--- src/rtl/sequencer.sv ---
// rtl/sequencer.sv - microcode sequencer: T-state counter, opcode shadow, ROM address
//
// Ports:
//   clk          in   1                rising-edge clock
//   reset_bar    in   1                asynchronous active-low reset
//   ir_opcode    in   OP_BITS          IR opcode byte, captured at the last fetch step
//   rt_bar       in   1                active-low end-of-instruction microcode bit
//   halt         in   1                freezes all state while high
//   tstate       out  T_BITS           current T-state
//   fetch        out  1                high during the shared fetch T-states
//   uaddr        out  OP_BITS+T_BITS   microcode ROM address
//   instr_count  out  16               retired-instruction counter (wraps)
//   wrap_err     out  1                sticky: T-state ran off the end without rt

module sequencer #(
    parameter int T_BITS      = 3,
    parameter int OP_BITS     = 8,
    parameter int FETCH_STEPS = 2
) (
    input  logic                      clk,
    input  logic                      reset_bar,
    input  logic [OP_BITS-1:0]        ir_opcode,
    input  logic                      rt_bar,
    input  logic                      halt,
    output logic [T_BITS-1:0]         tstate,
    output logic                      fetch,
    output logic [OP_BITS+T_BITS-1:0] uaddr,
    output logic [15:0]               instr_count,
    output logic                      wrap_err
);

    localparam logic [T_BITS-1:0] T_LAST     = {T_BITS{1'b1}};
    localparam logic [T_BITS-1:0] FETCH_N    = T_BITS'(FETCH_STEPS);
    localparam logic [T_BITS-1:0] FETCH_LAST = T_BITS'(FETCH_STEPS - 1);

    logic [OP_BITS-1:0] op_q;
    logic [T_BITS-1:0]  tstate_nxt;
    logic [OP_BITS-1:0] op_nxt;
    logic [15:0]        count_nxt;
    logic               wrap_nxt;

    // Priority: halt freezes everything, then rt, then overflow, then increment.
    always_comb begin
        tstate_nxt = tstate;
        op_nxt     = op_q;
        count_nxt  = instr_count;
        wrap_nxt   = wrap_err;
        if (!halt) begin
            if (!rt_bar) begin
                // rt on the last fetch step aborts without capturing the opcode
                tstate_nxt = '0;
                count_nxt  = instr_count + 16'd1;
            end else begin
                // capture at the end of fetch so IR reloading cannot glitch uaddr
                if (tstate == FETCH_LAST) begin
                    op_nxt = ir_opcode;
                end
                if (tstate == T_LAST) begin
                    tstate_nxt = '0;
                    wrap_nxt   = 1'b1;
                    count_nxt  = instr_count + 16'd1;
                end else begin
                    tstate_nxt = tstate + T_BITS'(1);
                end
            end
        end
    end

    always_ff @(posedge clk or negedge reset_bar) begin
        if (!reset_bar) begin
            tstate      <= '0;
            op_q        <= '0;
            instr_count <= '0;
            wrap_err    <= 1'b0;
        end else begin
            tstate      <= tstate_nxt;
            op_q        <= op_nxt;
            instr_count <= count_nxt;
            wrap_err    <= wrap_nxt;
        end
    end

    // Outputs decode from registers only; fetch steps all share opcode 0.
    assign fetch = (tstate < FETCH_N);
    assign uaddr = fetch ? {{OP_BITS{1'b0}}, tstate} : {op_q, tstate};

endmodule

--- config.mk ---
export PLATFORM = sky130hd
export DESIGN_NAME = sequencer
export DESIGN_NICKNAME = d
export VERILOG_FILES = /design/src/rtl/sequencer.sv
export SDC_FILE = /design/constraint.sdc
export NUM_CORES = 1
export LEC_CHECK = 0
export CORE_MARGIN = 5
export CORE_UTILIZATION = 48
export CTS_CLUSTER_SIZE = 30
export DETAILED_ROUTE_END_ITERATION = 16
export PLACE_DENSITY = 0.83
export SLEW_MARGIN = 40
export SYNTH_ARGS = -nofsm -noshare
export SYNTH_HDL_FRONTEND = slang
export SYNTH_SLANG_ARGS = --single-unit
export TNS_END_PERCENT = 1
--- constraint.sdc ---
create_clock -name clk -period 2.4 [get_ports clk]
set_input_delay 0.24 -clock clk [delete_from_list [all_inputs] [get_ports clk]]
set_output_delay 0.24 -clock clk [all_outputs]
set_load 0.005 [all_outputs]
==> run summary <==
The flow ran to the end, and the final reports show no timing, DRC or antenna violations. The switching power summed over all nets came out at around 0.37 mW. The worst setup path is launched from a register. After global routing the overflow that remains totals 0.

The fraction of the mapped netlist area in compound gates is 1.410%. The worst hold path belongs to the class input port to async pin. The number of antenna violations at the first check in global routing came out at 0. The final number of max-transition violations came to 0. The maximum single-stage delay on the critical path came out at 600 ps.

The Yosys step of the flow raised 0 warnings. Entering global routing, the biggest net connects 29 pins. The post-CTS resize count is 0. The timing-limited maximum frequency came out at 490.5 MHz. On the critical path, the stage with the largest delay is an instance of sky130_fd_sc_hd__clkdlybuf4s50_1. The cell area that synthesis handed to floorplanning was roughly 0.0013 mm2.

The type of the setup path with the least slack is register to output pin. In the final layout, the share of cells above drive strength 1 is under 10%. The signal on the critical path passes through nor2_1, clkdlybuf4s50_1.

The primary flip-flop cell chosen by synthesis mapping is sky130_fd_sc_hd__dfrtp_1. The count of TritonRoute iterations in the first routing pass came out at 4. The worst-skew pair later-pin latency came out at 310 ps. The number of different library cells used by synthesis comes to 26. The post-CTS setup-driven buffer insertion count came out at 0. The number of fill cells is 224. The shortest clock period the worst path allows after layout is between 2000 and 2500 ps. The number of buffers inserted during clock tree synthesis came out at 3. The fraction of the mapped netlist area in simple logic gates came out at 20.58%. The arrival time of the worst setup path came out at 1800 ps.

By area, the combinational part of the netlist is dominated by simple AND/OR/NAND/NOR gates. The number of enable-type register cells in the synthesized netlist is 0. The floorplan step defined a die boundary enclosing a little under 0.004 mm2. The critical-path maximum fanout is 9. The count of final hold-check violations came out at 0. Of the total synthesized cell area, the portion taken by full adders, half adders and majority gates is 3.759%. The max-capacitance violation count is 0. The family with the most delay on the worst path is buffers and inverters.

The violation count after the first detailed-routing iteration is 34. The leakage power is 0.7595 nW. The post-route non-filler standard cell count came out at between 150 and 200.

The number of hold-repair buffers added at the cts stage is 0. The I/O pin count came out at 44. The congestion estimate from routability-driven global placement came to about 0.84. Combinational logic is responsible for 32.2% of the overall power. The number of nets in the synthesized netlist came out at 123. The total power is 1.289 mW. The relative slew slack came out at 66.22%. Across all hold checks on the routed design, the worst slack comes to between 200 and 300 ps.

Counting flops and latches in the post-synthesis netlist gives 28. The number of global-route vias before repair came out at 992. The proportion of total power due to net switching came out at about 29%. The fraction of the cycle the final worst path needs came out at a little over four fifths.

The post-route cell area came out at 0.001798 mm2. The tree is rooted in a sky130_fd_sc_hd__clkbuf_4. The number of clock sinks came out at 28. The proportion of power drawn by the clock network is 13.9%. The sequential-to-total area share from yosys stat is a little over half.

The cell row count is 19. In this run the number of H-tree levels came out at 1. The total DRC errors in the routed layout came out at 0. Dividing the detail-routed via count by the number of cells gives 5.093. STA puts the critical path data required time at 2160 ps.

The initial core utilization is between 40% and 50%. The TritonCTS clock tree is built. The detailed placement HPWL came out at between 2000 and 2500 um.

In the final design database the tool counted roughly 170 nets. The total via count after detailed routing came out at 927. The clock arrives with 3.820 ps of skew.

Clock-pin slew was measured on the worst setup and hold paths at 130 ps. The count of inserted antenna diode cells is 0. The longest clock path from root to sink contains 2 buffers. The average size of a mapped cell is 12.44 um2. Counting both buffers and inverters, the worst setup path holds a total of 1. The total core area is 0.002710 mm2. The maximum ir drop on the vdd rail is 0.5565 mV. The synthesized instance count is ~110. The internal power is a little over 0.9 mW.

Of the total synthesized cell area, the portion taken by XOR and XNOR cells is around a tenth. The area growth from synthesis to layout is 35.06%. After detailed placement, the design holds a cell count of roughly 180.

In the final routed layout, each cell accounts on average for 14.04 um. Setup violations remaining at the end of the flow were counted as 0. The slew at the pin with the worst max-slew slack came out at around 500 ps. The height of the die came out at 62.67 um.

In this run the horizontal extent of the chip is ~63 um. The proportion of power drawn by flip-flops and latches is between 50% and 60%. In the synthesized netlist the async set-or-reset flop fraction comes to 100.0%.

The number of nets with antenna violations after detailed routing is 0. In this run the tool buffered the top-level ports with 43 buffer cells. The post-route setup TNS is 0 ps.

The wire length of the first global-routing pass is 4478 um. The total routing usage reported by global routing is 13.73%. The multiplexer share of the synthesized area is under 10%. Setup repair after global routing left no endpoint under its margin. The power per unit of standard cell area came out at roughly 720 mW/mm2.

The total cell area at the placement stage is 0.001775 mm2. STA classifies the critical path endpoint as an output pin. The post-detailed-routing wire length came out at 2556 um.
cells in the final DEF, fill, tap and decap left out, types with 4 or more instances in the layout:
cell                              synthesis  layout
sky130_fd_sc_hd__nand4_1                  5       5
sky130_fd_sc_hd__dfrtp_1                 28      28
sky130_fd_sc_hd__nor2_1                   4       4
sky130_fd_sc_hd__nor2b_1                  8       8
sky130_fd_sc_hd__mux2_1                   9       9
sky130_fd_sc_hd__xnor2_1                 12      12
sky130_fd_sc_hd__clkdlybuf4s50_1          0      43
sky130_fd_sc_hd__ha_1                     4       4
sky130_fd_sc_hd__nand2_1                 11      11
sky130_fd_sc_hd__nand3_1                  4       4
layout make-up:
cell class	instances	area [um2]	area share, %
Clock buffer	3	22.52	1.253
Inverter	2	7.507	0.4175
Multi-Input combinational cell	72	575.6	32.01
Sequential cell	28	700.7	38.97
Tap cell	31	38.79	2.157
Timing Repair Buffer	46	452.9	25.19
final timing paths:
path / depth (start not counted) / endpoint / start / slack (ps)
max: 2 / fetch / tstate[2] / 360
min reg2reg: 1 / instr_count[15] / instr_count[15] / 490
max in group asynchronous: 2 / instr_count[1] / reset_bar / 1870
min: 2 / tstate[0] / reset_bar / 280
min in group clk: 1 / instr_count[15] / instr_count[15] / 490
max reg2reg: 6 / instr_count[10] / tstate[0] / 590
logic make-up (layout without fill, tap and decap cells):
kind of cell,Yosys count,count (layout)
buffers and inverters,7,51
AO/OA/AOI/OAI,3,3
AND/OR/NAND/NOR,41,41
multiplexers,9,9
XOR/XNOR,15,15
adder cells (fa/ha/maj),4,4
flip-flops,28,28
cells in the mapped netlist, types with 2 or more instances:
library cell              instances  share of area [%]
sky130_fd_sc_hd__mux2_1           9                7.6
sky130_fd_sc_hd__nor2b_1          8                3.8
sky130_fd_sc_hd__nor2_1           4                1.1
sky130_fd_sc_hd__nand2_1         11                3.1
sky130_fd_sc_hd__ha_1             4                3.8
sky130_fd_sc_hd__o21ai_1          2               0.75
sky130_fd_sc_hd__buf_4            3                1.7
sky130_fd_sc_hd__dfrtp_1         28                 53
sky130_fd_sc_hd__nand4_1          5                2.3
sky130_fd_sc_hd__xnor2_1         12                7.9
sky130_fd_sc_hd__nand3_1          4                1.5
sky130_fd_sc_hd__xor2_1           3                2.0
layer usage:
layer  wire length, um  vias up  track usage [%]
li1                  -      449                -
met1              1139      443            17.32
met2              1218       33            22.93
met3               181        2            4.317
met4                17        0            3.183
met5                 0        -                0
sequential cells by signal, summed over array words and instances (netlist names):
name and cells:
wrap_err 1, instr_count 16, op_q 8, tstate 3
stage by stage:
step,setup WS [ps],util (%)
CTS,333.0,66.34
finish,361.3,66.34
floorplan,728.9,-
global placement,664.8,65.51
detailed placement,608.7,65.51
global route,168.4,66.34
power by group through the flow:
stage / Combinational [mW] / Clock (mW) / Sequential (mW)
floorplan: 0.190 / 0 / 0.691
global placement: 0.414 / 0 / 0.700
detailed placement: 0.423 / 0 / 0.706
CTS: 0.427 / 0.186 / 0.696
global route: 0.455 / 0.211 / 0.718
finish: 0.415 / 0.179 / 0.695
No activity file was read; power rests on OpenSTA's default activity.
